==> src/rtl/boundary_strip.sv <==
// rtl/boundary_strip.sv - strips zero-boundary padding from a raster stream, emitting interior pixels with x/y.
// Optional BOUNDARY_STRIP_PADCHECK_EN adds oPadErr/oPadErrCnt for non-zero data seen on pad beats.
module boundary_strip #(
  parameter int width      = 1920,
  parameter int height     = 1080,
  parameter int kernelSize = 7
) (
  input  logic        clk,
  input  logic        reset_n,
  input  logic        newFrame,
  input  logic        iValid,
  input  logic [23:0] iData,
  output logic [23:0] oData,
  output logic        oValid,
  output logic [31:0] oX,
  output logic [31:0] oY,
  output logic        oDone,
  output logic        oFrameErr
`ifdef BOUNDARY_STRIP_PADCHECK_EN
  ,
  output logic        oPadErr,
  output logic [15:0] oPadErrCnt
`endif
);

  localparam int B  = (kernelSize - 1) / 2;
  localparam int PW = width + 2 * B;
  localparam int PH = height + 2 * B;
  localparam int CW = $clog2(PW + 1);
  localparam int RW = $clog2(PH + 1);

  localparam logic [CW-1:0] COL_LO   = CW'(B);
  localparam logic [CW-1:0] COL_HI   = CW'(width + B);
  localparam logic [CW-1:0] COL_END  = CW'(width + B - 1);
  localparam logic [CW-1:0] COL_LAST = CW'(PW - 1);
  localparam logic [RW-1:0] ROW_LO   = RW'(B);
  localparam logic [RW-1:0] ROW_HI   = RW'(height + B);
  localparam logic [RW-1:0] ROW_END  = RW'(height + B - 1);
  localparam logic [RW-1:0] ROW_LAST = RW'(PH - 1);

  typedef enum logic [1:0] {IDLE, TOP, ROW, BOTTOM} state_t;

  state_t        state_q, state_d;
  logic [CW-1:0] col_q, col_d, cur_col;
  logic [RW-1:0] row_q, row_d, cur_row;
  logic          valid_q, valid_d;
  logic [23:0]   data_q, data_d;
  logic [31:0]   x_q, x_d;
  logic [31:0]   y_q, y_d;
  logic          done_q, done_d;
  logic          frame_err_q, frame_err_d;

  logic is_interior;
  logic beat_interior;
  logic last_beat;
  logic restart;

  // Region the stream is in once the beat at (c, r) is next to arrive.
  function automatic state_t pos_state(input logic [CW-1:0] c, input logic [RW-1:0] r);
    if (r < ROW_LO)
      return TOP;
    if (r > ROW_END || (r == ROW_END && c >= COL_HI))
      return BOTTOM;
    return ROW;
  endfunction

  // newFrame forces the current beat (if any) to be padded pixel (0,0).
  always_comb begin
    cur_col       = newFrame ? '0 : col_q;
    cur_row       = newFrame ? '0 : row_q;
    is_interior   = (cur_row >= ROW_LO) && (cur_row < ROW_HI) &&
                    (cur_col >= COL_LO) && (cur_col < COL_HI);
    beat_interior = iValid && is_interior;
    last_beat     = iValid && (cur_col == COL_LAST) && (cur_row == ROW_LAST);
    restart       = newFrame && (state_q != IDLE);
  end

  always_comb begin
    col_d = cur_col;
    row_d = cur_row;
    if (iValid) begin
      if (last_beat) begin
        col_d = '0;
        row_d = '0;
      end else if (cur_col == COL_LAST) begin
        col_d = '0;
        row_d = cur_row + 1'b1;
      end else begin
        col_d = cur_col + 1'b1;
      end
    end
  end

  always_ff @(posedge clk or negedge reset_n) begin
    if (!reset_n) begin
      state_q     <= IDLE;
      col_q       <= '0;
      row_q       <= '0;
      valid_q     <= 1'b0;
      data_q      <= '0;
      x_q         <= '0;
      y_q         <= '0;
      done_q      <= 1'b0;
      frame_err_q <= 1'b0;
    end else begin
      state_q     <= state_d;
      col_q       <= col_d;
      row_q       <= row_d;
      valid_q     <= valid_d;
      data_q      <= data_d;
      x_q         <= x_d;
      y_q         <= y_d;
      done_q      <= done_d;
      frame_err_q <= frame_err_d;
    end
  end

  always_comb begin
    state_d = state_q;
    if (last_beat)
      state_d = IDLE;
    else if (iValid || restart)
      state_d = pos_state(col_d, row_d);
  end

  always_comb begin
    valid_d     = beat_interior;
    data_d      = data_q;
    x_d         = x_q;
    y_d         = y_q;
    done_d      = beat_interior && (cur_col == COL_END) && (cur_row == ROW_END);
    frame_err_d = frame_err_q | restart;
    if (beat_interior) begin
      data_d = iData;
      x_d    = 32'(cur_col - COL_LO);
      y_d    = 32'(cur_row - ROW_LO);
    end
  end

  assign oValid    = valid_q;
  assign oData     = data_q;
  assign oX        = x_q;
  assign oY        = y_q;
  assign oDone     = done_q;
  assign oFrameErr = frame_err_q;

`ifdef BOUNDARY_STRIP_PADCHECK_EN
  logic        pad_err_q, pad_err_d;
  logic [15:0] pad_cnt_q, pad_cnt_d;
  logic        pad_dirty;

  always_comb begin
    pad_dirty = iValid && !is_interior && (iData != 24'h0);
    pad_err_d = pad_err_q | pad_dirty;
    pad_cnt_d = pad_cnt_q;
    if (pad_dirty && pad_cnt_q != 16'hFFFF)
      pad_cnt_d = pad_cnt_q + 16'd1;
  end

  always_ff @(posedge clk or negedge reset_n) begin
    if (!reset_n) begin
      pad_err_q <= 1'b0;
      pad_cnt_q <= '0;
    end else begin
      pad_err_q <= pad_err_d;
      pad_cnt_q <= pad_cnt_d;
    end
  end

  assign oPadErr    = pad_err_q;
  assign oPadErrCnt = pad_cnt_q;
`endif

endmodule
==> config.mk <==
export PLATFORM = sky130hd
export DESIGN_NAME = boundary_strip
export DESIGN_NICKNAME = d
export VERILOG_FILES = /design/src/rtl/boundary_strip.sv
export SDC_FILE = /design/constraint.sdc
export NUM_CORES = 1
export LEC_CHECK = 0
export BUFFER_PORTS_ARGS = -buffer_cell sky130_fd_sc_hd__buf_2
export CORE_ASPECT_RATIO = 0.8
export CORE_MARGIN = 1.5
export CORE_UTILIZATION = 45
export CTS_CLUSTER_SIZE = 30
export DETAILED_ROUTE_END_ITERATION = 7
export GPL_TIMING_DRIVEN = 0
export HOLD_SLACK_MARGIN = 0.1
export PLACE_DENSITY = 0.7
export SYNTH_ARGS = -nofsm -noshare
export SYNTH_HDL_FRONTEND = slang
export SYNTH_SLANG_ARGS = --single-unit
export TNS_END_PERCENT = 20
==> constraint.sdc <==
create_clock -name clk -period 7.7 [get_ports clk]
set_input_delay 1.54 -clock clk [delete_from_list [all_inputs] [get_ports clk]]
set_output_delay 1.54 -clock clk [all_outputs]
set_load 0.02 [all_outputs]
==> metrics.md, run 1 <==
| Metric | Value |
|---|---|
| Cell area after synthesis | 4430 µm² |
| Via count | 4072 |
| Vias/cell | 5.34 |
| Vias in the first global route | 3625 |
| Warnings, synthesis | 0 |
| Slew headroom | 0.564 |
| Final hold vios | 0 |
| Main synth FF type | dfrtp_1 |
| Synth area leaders | dfrtp_1, nand2_1, buf_4, o21ai_0, nor2_1 |
| DIE AREA | 10500 µm² |
| CP dominant cell by count | buf_2 |
| Pre-antenna DRT Iters | 4 |
| FMAX | 0.199 GHz |
| Crit end category | flop |
| Input/output buffers | 118 |
| Final ANT Viol Nets | 0 |
| Hold EP | oFrameErr |
| RSZ-0062 raised after global routing | no |
| FP Rows | 32 |
| Yosys top cell by area | dfrtp_1 |
| FF-to-FF path depth | 11 |
| Largest net degree at the start of global routing | 60 |
| Cts bufs inserted | 9 |
| Setup CP Type | in2reg |
| Fin crit period | 5040 ps |
| Post-cts sizing count | 0 |
| # IOs | 119 |
| Worst hold start | oFrameErr |
| RR Endpoint | state_q[0] |
| Crit path largest cell delay | 520 ps |
| Syn_nets | 543 |
| Worst-path maximum fanout | 10 |
| Synth top area share | 0.423 |
| Area delta synth->final | 23.9% |
| Placed Cells | 747 |
| Diode count | 0 |
| Grt total ovfl | 0 |
| Post-synth ARST share | 1.00 |
| Initial antenna violation count | 0 |
| First-pass GRT wire length | approximately 19000 µm |
| Sinks on Clock Net | 75 |
| Share of cells above drive strength 1 | 0.325 |
| P_leak | 2.92 nW |
| CP Launch Type | input port |
| Post-synthesis register bit count | 75 |
| Initial core utilization | 0.461 |
| Post-Syn Area per Cell | roughly 8.7 µm² |
| Clock-pin slew on the worst setup and hold paths | 60 ps |
| Final period util | 0.654 |
| Gpl congestion | 0.897 |
| Dpl hpwl | just over 9000 µm |
| CTS H-tree depth | 3 |
| Hold Crit Class | reg2reg |
| Fin Clk Skew | 8.36 ps |
| Post-synth EDFFs | 0 |
| Peak supply drop | ~0.12 mV |
| Die height | 91.8 µm |
| Number of remaining DRC errors | 0 |
| Mapped Cells | 509 |
| CP Buf/Inv Count | 5 |
| Req. time, crit path | 7960 ps |
| Number of nets in the layout | 673 |
| Placeable Area | a little under 10000 µm² |
| CP arrival | 5300 ps |
| Fin Setup TNS | 0 ps |
| # hold bufs at CTS | 0 |
| Clock Path Buffers | 2 |
| Post-synthesis sequential area ratio | 0.423 |
| Hold Path Stages | 1 |
| Iteration-0 DRC count of the detailed router | 280 |
| Cell Count, Final, Fillers Out | ~760 |
| Max-slew violation count | 0 |
| CTS tree | yes |
| Synth cell types | 66 |
| Commonest cells after routing, fill and taps aside | buf_2, nand2_1, dfrtp_1, buf_4, nor2_1 |
| Critical R2R Launch | row_q[0] |
| Setup bufs post-CTS | 0 |
| Clock tree root buffer cell | clkbuf_16 |
| # setup viols final | 0 |
| Worst path cell trace | buf_2 -> buf_2 -> buf_2 -> buf_1 -> nor2b_1 -> inv_1 -> ha_1 -> nor4b_4 -> nand4_2 -> nor4_2 -> mux2i_1 -> or4_4 -> nand4b_4 -> or4b_1 -> o211ai_1 |
| Tightest Pin Transition | 650 ps |
| Commonest non-fill, non-tap cell in the layout | buf_2 |
| Wire per inst | 15.8 µm |
| Cell family with most CP delay | simple AND/OR/NAND/NOR gates |
| Die width | 114 µm |
| Critical path's slowest cell | buf_1 |
| Max-Cap Viols | 0 |
| Outcome | complete, no violations |
| Power density cells | about 170 nW/µm² |
| Clock latency on the worst-skew pair | 350 ps |
| All-Layer GR Usage | 0.237 |
| Total Wirelength | about 12000 µm |
| R2r setup slk | 4170 ps |
report_power, final:
part	switching (W)	internal [W]	total (W)	leakage [nW]
Combinational	0.0000719	0.0000465	0.000118	1.78
Clock	0.000191	0.000227	0.000418	0.141
Sequential	0.0000107	0.000408	0.000419	1.00
layer usage:
metal | part of all wire | up-vias | global-route usage
met5 | 0 | - | 0
met4 | 0.016 | 0 | 0.0833
met3 | 0.083 | 20 | 0.0502
met2 | 0.43 | 178 | 0.359
met1 | 0.47 | 1918 | 0.337
li1 | - | 1956 | -
state kept, by name, summed over array words and instances, names as in the netlist, 2 cells and up:
signal / flops
oData: 24
oY: 12
row_q: 11
col_q: 11
state_q: 2
oX: 12
metrics by stage:
stage               instance area [µm²]  utilization  hold WS, ps  total power (W)  worst slack (ps)
floorplan                          4430            -          445         0.000496              3320
global placement                   5170        0.538          447         0.000541              2420
detailed placement                 5200        0.541          447         0.000545              2440
CTS                                5490        0.571          468         0.000963              2770
global route                       5490        0.571          480         0.000990              2520
finish                             5490        0.571          461         0.000955              2660
how the worst max path moves through the flow:
stage	cells past startpoint	endpoint	from	slack [ps]
4_1_cts	15	state_q[0]	newFrame	2770
2_1_floorplan	14	state_q[0]	newFrame	3320
3_3_place_gp	15	state_q[0]	newFrame	2420
5_1_grt	15	state_q[0]	newFrame	2520
3_5_place_dp	15	state_q[0]	newFrame	2440
6_report	15	state_q[0]	newFrame	2660
cells in the mapped netlist, types with 4 or more instances:
cell,number
a21oi_1,10
a31oi_1,7
buf_2,12
buf_4,41
clkbuf_1,12
dfrtp_1,75
ha_1,6
inv_1,14
nand2_1,114
nand2b_1,7
nand3_1,14
nand3b_1,4
nand4_1,8
nor2_1,38
nor2b_1,8
nor3_1,8
nor4_1,8
o21ai_0,30
o22ai_1,6
xnor2_1,12
xor2_1,9
layout make-up:
type | instances | area [µm²]
multi-input cells | 350 | 2060
clock buffers | 9 | 225
plain buffers | 70 | 447
fillers | 879 | 4120
inverters | 14 | 52.6
flip-flops and latches | 75 | 1880
clock inverters | 7 | 65.1
well taps | 119 | 149
repair buffers | 119 | 621
logic make-up (layout without fill, tap and decap cells):
group / count (synthesis) / count (layout) / share of synthesized area
XOR/XNOR: 21 / 21 / 0.0415
buffers and inverters: 84 / 219 / 0.113
AND/OR/NAND/NOR: 239 / 239 / 0.282
AO/OA/AOI/OAI: 80 / 80 / 0.114
multiplexers: 4 / 4 / 0.00932
adder cells (fa/ha/maj): 6 / 6 / 0.0169
flip-flops: 75 / 75 / 0.423
Power figures use the tool's default switching activity.
==> run 2: changes to the inputs <==
Settings changed: ABC_AREA from default to 1.
Clock period 7.7 ns to 5 ns, I/O delays scaled along.
==> run 2 against run 1 <==
  * Combinational power increased to 3.8 times the previous value
  * Worst setup slack lost 950 ps
  * Register-to-register slack got worse by 1700 ps
  * Clock-buffer cell count grew 1
  * Final cell count is 16% higher
  * Via count is 6.4% higher
  * Flip-flop and latch count stayed put
  * Clock power is 61% higher
  * Sequential power rose by 72%
  * Sequential share of layout area fell by 0.95 points
  * Synthesized cell count grew 21%
  * Power increased by 93%
==> metrics.md, run 2 <==
| Metric | Value |
|---|---|
| Placeable Area | 9730 µm² (+1.2%) |
| Clock-pin slew on the worst setup and hold paths | 60 ps (about the same) |
| Setup CP Type | in2reg |
| # setup viols final | 0 (unchanged) |
| Cts bufs inserted | 9 (unchanged) |
| FF-to-FF path depth | 19 (+8) |
| CP arrival | 3560 ps (-1740 ps) |
| Critical path startpoint | newFrame |
| R2r setup slk | 2460 ps (-1710 ps) |
| Cell area after synthesis | 4550 µm² (+2.6%) |
| Commonest non-fill, non-tap cell in the layout | nand2_1 |
| Hold Crit Class | in2async |
| Post-cts sizing count | 0 (unchanged) |
| Fin Setup TNS | 0 ps (unchanged) |
| Outcome | complete, no violations |
| Synth area leaders | dfrtp_1, nand2_1, buf_4, nor2_1, inv_1 |
| FP Rows | 32 (unchanged) |
| Final hold vios | 0 (unchanged) |
| # hold bufs at CTS | 0 (unchanged) |
| Max reg flops | 24 (unchanged) |
| Max-Cap Viols | 0 (unchanged) |
| Fin Clk Skew | 5.76 ps (-2.60 ps) |
| Largest net degree at the start of global routing | 74 (+23%) |
| Post-synth EDFFs | 0 (unchanged) |
| Worst-path maximum fanout | 10 (unchanged) |
| Iteration-0 DRC count of the detailed router | 333 (+19%) |
| Syn_nets | 648 (+19%) |
| Slew headroom | 0.596 (+0.0321) |
| Commonest cells after routing, fill and taps aside | nand2_1, buf_2, dfrtp_1, nor2_1, inv_1 |
| Clock latency on the worst-skew pair | 340 ps (about the same) |
| Footprint of the multi-input gates | 1990 µm² (-3.1%) |
| Die width | 115 µm (+1.2%) |
| Final ANT Viol Nets | 0 (unchanged) |
| Area taken by flip-flops and latches | 1880 µm² (unchanged) |
| Initial core utilization | 0.467 (+0.00601) |
| Peak supply drop | 0.134 mV (+15%) |
| Post-synthesis register bit count | 75 (unchanged) |
| Post-synthesis sequential area ratio | 0.413 (-0.0106) |
| Yosys top cell by area | dfrtp_1 |
| Final period util | 0.657 |
| Number of nets in the layout | 778 (+16%) |
| Max-slew violation count | 0 (unchanged) |
| RSZ-0062 raised after global routing | no |
| Dpl hpwl | 9300 µm (+1.9%) |
| Power density cells | 326 nW/µm² (+87%) |
| FMAX | 0.304 GHz |
| Input/output buffers | 118 (unchanged) |
| Most common cell in the netlist | nand2_1 |
| Number of remaining DRC errors | 0 (unchanged) |
| Fillcell total | 897 (+2.0%) |
| Diode count | 0 (unchanged) |
| Clock Path Buffers | 2 (unchanged) |
| Synth top area share | 0.413 (-0.0106) |
| Setup crit end | oData[20] |
| Clock tree root buffer cell | clkbuf_16 |
| DIE AREA | 10700 µm² (+2.5%) |
| Area delta synth->final | 24.2% |
| Placed Cells | 869 (+16%) |
| Critical R2R Launch | col_q[0] |
| Fin crit period | 3290 ps |
| Sinks on Clock Net | 75 (unchanged) |
| Via count | 4332 (+6.4%) |
| Tightest Pin Transition | 607 ps (-43.2 ps) |
| Share of cells above drive strength 1 | 0.304 (-0.0201) |
| RR Endpoint | state_q[0] |
| Post-synth ARST share | 1.00 (unchanged) |
| Gpl congestion | 0.919 (+2.5%) |
| Setup bufs post-CTS | 0 (unchanged) |
| Total Wirelength | 12000 µm (-0.22%) |
| Synth cell types | 34 (-48%) |
| CTS H-tree depth | 3 (unchanged) |
| Pre-antenna DRT Iters | 5 (+1) |
| Total Power | 0.00184 W (+93%) |
| All-Layer GR Usage | 0.234 (-0.00335) |
| Main synth FF type | dfrtp_1 |
| Post-Syn Area per Cell | 7.40 µm² (-15%) |
| Wire per inst | 13.6 µm (-14%) |
| Top cells by count, synth | nand2_1, dfrtp_1, nor2_1 |
| # IOs | 119 (unchanged) |
| Vias/cell | 4.89 (-8.3%) |
| Req. time, crit path | 5270 ps (-2690 ps) |
| P_leak | 3.40 nW (+16%) |
| Grt total ovfl | 0 (unchanged) |
| Vias in the first global route | 3967 (+9.4%) |
| Warnings, synthesis | 0 (unchanged) |
| Die height | 92.9 µm (+1.2%) |
| CTS tree | yes |
| Mapped Cells | 614 (+21%) |
| CP Launch Type | input port |
| Initial antenna violation count | 0 (unchanged) |
| Cell Count, Final, Fillers Out | 885 (+16%) |
| Crit end category | flop |
| First-pass GRT wire length | 19500 µm (+2.3%) |
==> run 2: critical path: stages <==
cell     delay, ps
buf_2          120
inv_2           60
buf_6          160
buf_8          160
nand2_1         80
inv_1           70
ha_1           190
inv_1           50
nand2_1         70
nor2_1         170
nand3_1        160
nor3_2         220
nand2_1        110
nor2_1         100
nor3_1          40
and3_1         150
buf_2          140
inv_2           80
buf_6          140
buf_6          140
nand2_1         50
nand2_1         70
==> run 2: area by class of cell <==
class / count / area share
sequential: 75 / 0.332
clock buffer: 10 / 0.0423
timing repair buffer: 119 / 0.110
buffer: 56 / 0.0744
tap: 136 / 0.0301
inverter: 68 / 0.0454
multi-input combinational: 415 / 0.353
clock inverter: 6 / 0.0128
==> run 2: cell families after synthesis <==
| family | Yosys count | synth area share |
|---|---|---|
| compound gates | 36 | 0.0424 |
| fa+ha+maj | 6 | 0.0165 |
| buf+inv | 124 | 0.149 |
| simple gates | 356 | 0.347 |
| flops | 75 | 0.413 |
| xor+xnor | 17 | 0.0328 |
==> run 2: metal layers <==
layer,global-route usage,routed length [µm],up-vias
met5,0,0,-
met2,0.374,5280,194
li1,-,-,2146
met3,0.0465,970,10
met4,0.0463,103,0
met1,0.330,5690,1982
==> run 2: how the worst min path moves through the flow <==
stage / startpoint / slack, ps / depth (start not counted) / end
5_1_grt: reset_n / 440 / 1 / oData[0]
2_1_floorplan: state_q[0] / 440 / 2 / state_q[0]
3_3_place_gp: oFrameErr / 450 / 1 / oFrameErr
3_5_place_dp: oFrameErr / 450 / 1 / oFrameErr
6_report: reset_n / 450 / 1 / oData[0]
4_1_cts: reset_n / 450 / 1 / oData[0]
==> run 2: power breakdown <==
part | switching (W) | leakage, nW | internal (W)
sequential | 0.0000466 | 0.979 | 0.000673
combinational | 0.000273 | 2.27 | 0.000178
clock | 0.000266 | 0.149 | 0.000404
total | 0.000586 | 3.40 | 0.00126
==> run 2: through the flow <==
stage / instance area, µm² / utilization / hold slack [ps] / setup WS, ps
floorplan: 4550 / - / 444 / 1920
global placement: 5310 / 0.545 / 447 / 1450
detailed placement: 5340 / 0.548 / 449 / 1380
CTS: 5650 / 0.581 / 447 / 1720
global route: 5650 / 0.581 / 443 / 1420
finish: 5650 / 0.581 / 453 / 1710
==> run 3: changes to the inputs <==
Settings changed: ABC_AREA 1 to 0, PLACE_DENSITY 0.7 to 0.73.
Clock period 5 ns to 3 ns, I/O delays scaled along.
==> run 3 against run 2 <==
  * The flow now finishes with violations (setup timing)
  * Clock-buffer cell count fell by 1
  * Via count decreased by 3.9%
  * Sequential power grew 49%
  * Sequential share of layout area fell by 0.67 points
  * Utilization increased by 1.9 points
  * Power increased by 35%
  * Wire length rose by 2.6%
  * Die area decreased by 2.4%
  * Cell area increased by 2.1%
  * Clock skew grew 3.6 ps
  * Highest routed layer unchanged
==> metrics.md, run 3 (same netlist as run 1, synthesis figures left out) <==
| Metric | Value |
|---|---|
| Number of nets in the layout | 688 (-12%) |
| Tightest Pin Transition | 705 ps (+98.7 ps) |
| All-Layer GR Usage | 0.236 (+0.00233) |
| Final period util | 1.00 |
| FP Rows | 32 (unchanged) |
| Largest net degree at the start of global routing | 69 (-6.8%) |
| Req. time, crit path | 3250 ps (-2020 ps) |
| Commonest cells after routing, fill and taps aside | buf_2, nand2_1, dfrtp_1, buf_4, nor2_1 |
| Failing checks | setup timing |
| Routed length on met3 | 1060 µm (+9.4%) |
| Initial antenna violation count | 0 (unchanged) |
| Wire length on met1 | 5550 µm (-2.5%) |
| Max reg flops | 24 (unchanged) |
| Wire per inst | 15.9 µm (+17%) |
| CP dominant cell by count | buf_12 |
| Cell family with most CP delay | simple AND/OR/NAND/NOR gates |
| Final hold vios | 0 (unchanged) |
| CTS H-tree depth | 3 (unchanged) |
| Met2 Wirelength | 5530 µm (+4.8%) |
| Setup CP Type | in2reg |
| DP Worst Slack | -714 ps (-2090 ps) |
| Initial core utilization | 0.461 (-0.00601) |
| First-pass GRT wire length | 19400 µm (-0.60%) |
| Number of remaining DRC errors | 0 (unchanged) |
| Critical path's slowest cell | or4b_1 |
| Die width | 114 µm (-1.2%) |
| Input/output buffers | 118 (unchanged) |
| DP Area | 5250 µm² (-1.5%) |
| CTS tree | yes |
| Fin crit period | approximately 3000 ps |
| CP Buf/Inv Count | 4 (-6) |
| Iteration-0 DRC count of the detailed router | 373 (+12%) |
| DIE AREA | 10500 µm² (-2.4%) |
| Clock-pin slew on the worst setup and hold paths | 70 ps (about the same) |
| Cell area after layout | 5760 µm² (+2.1%) |
| Max-slew violation count | 0 (unchanged) |
| Peak supply drop | 0.264 mV (+97%) |
| Fin Setup TNS | -12.8 ps (-12.8 ps) |
| Share of cells above drive strength 1 | 0.364 (+0.0598) |
| Clock latency on the worst-skew pair | 340 ps (about the same) |
| Dpl hpwl | 8980 µm (-3.5%) |
| Vias/cell | 5.35 (+9.3%) |
| RSZ-0062 raised after global routing | yes |
| Via count | 4163 (-3.9%) |
| Area delta synth->final | 30.1% |
| Pre-antenna DRT Iters | 7 (+2) |
| Fin worst setup slack | -12.8 ps (-1730 ps) |
| Diode count | 0 (unchanged) |
| Commonest non-fill, non-tap cell in the layout | buf_2 |
| Fin Clk Skew | 9.32 ps (+3.56 ps) |
| Placeable Area | 9610 µm² (-1.2%) |
| Crit end category | flop |
| Die height | 91.8 µm (-1.2%) |
| Worst path cell trace | buf_12 -> buf_12 -> nand2b_4 -> inv_4 -> ha_4 -> nor4b_4 -> nand4_2 -> buf_6 -> nor4_4 -> mux2i_2 -> or4_4 -> nand4b_4 -> or4b_1 -> o211ai_1 |
| Clock tree root buffer cell | clkbuf_16 |
| Total Wirelength | 12300 µm (+2.6%) |
| Worst-path maximum fanout | 5 (-5) |
| FMAX | 0.332 GHz |
| Crit path largest cell delay | 430 ps (+210 ps) |
| Post-layout util | 0.600 (+0.0194) |
| Uppermost layer routed | met4 |
| CP arrival | 3260 ps (-300 ps) |
| Hold Crit Class | in2reg |
| Gpl congestion | 0.891 (-3.0%) |
| Outcome | finished with violations |
| Clock Path Buffers | 2 (unchanged) |
| Vias in the first global route | 3672 (-7.4%) |
| Grt total ovfl | 0 (unchanged) |
| # IOs | 119 (unchanged) |
| CP Launch Type | input port |
| Final ANT Viol Nets | 0 (unchanged) |
| # setup viols final | 1 (+1) |
| Sinks on Clock Net | 75 (unchanged) |
| Slew headroom | 0.526 (-0.0694) |
| P_leak | 3.07 nW (-9.7%) |
| Power density cells | 430 nW/µm² (+32%) |
| Max-Cap Viols | 0 (unchanged) |
| Cts bufs inserted | 9 (unchanged) |
==> run 3: timing repair <==
item / in CTS / in global routing
setup endpoints to repair: 34 / 52
pin swaps: 3 / 4
hold endpoints to repair: 7 / 0
buffers inserted: 8 / 6
gates resized for setup: 19 / 11
gates cloned: 0 / 1
hold buffers: 1 / 0
==> run 3: area by class of cell <==
class                   instances  area (µm²)
fillers                       858        3840
well taps                     119         149
inverters                      14        55.1
clock inverters                 7        65.1
repair buffers                135         779
multi-input cells             350        2130
plain buffers                  69         485
flip-flops and latches         75        1880
clock buffers                   9         225
==> run 3: path summary, 6_finish.rpt <==
kind | from | end | slack (ps) | depth (start not counted)
worst min register to register | oFrameErr | oFrameErr | 460 | 1
worst max register to register | col_q[1] | state_q[0] | 20 | 12
worst min-delay path | iData[19] | oData[19] | 440 | 3
min in group asynchronous | reset_n | oData[20] | 640 | 2
worst max-delay path | newFrame | state_q[0] | -10 | 14
max in group asynchronous | reset_n | row_q[6] | 1790 | 3
==> run 3: metal layers <==
metal,vias up,track usage
met5,-,0
met4,0,0.0646
met3,30,0.0489
met2,210,0.359
met1,1937,0.342
li1,1986,-
==> run 3: through the flow <==
step                      power, W  cells  hold WS (ps)
final                      0.00248    778           444
after global routing       0.00258    778           450
after CTS                  0.00248    772           443
after detailed placement   0.00141    747           435
after global placement     0.00139    746           445
after floorplan            0.00128    509           304
==> run 3: worst reg2reg max path, cell delays in order (launching register included) <==
cell	delay (ps)
dfrtp_1	390
nor2b_2	190
inv_2	80
ha_4	130
nor4b_4	230
nand4_2	170
buf_6	160
nor4_4	260
mux2i_2	400
or4_4	210
nand4b_4	120
or4b_1	440
o211ai_1	110
==> run 3: power breakdown <==
group	switching [W]	internal, W	total [W]
Clock	0.000481	0.000582	0.00106
Sequential	0.0000269	0.00105	0.00107
Combinational	0.000194	0.000144	0.000339
Total	0.000703	0.00177	0.00248
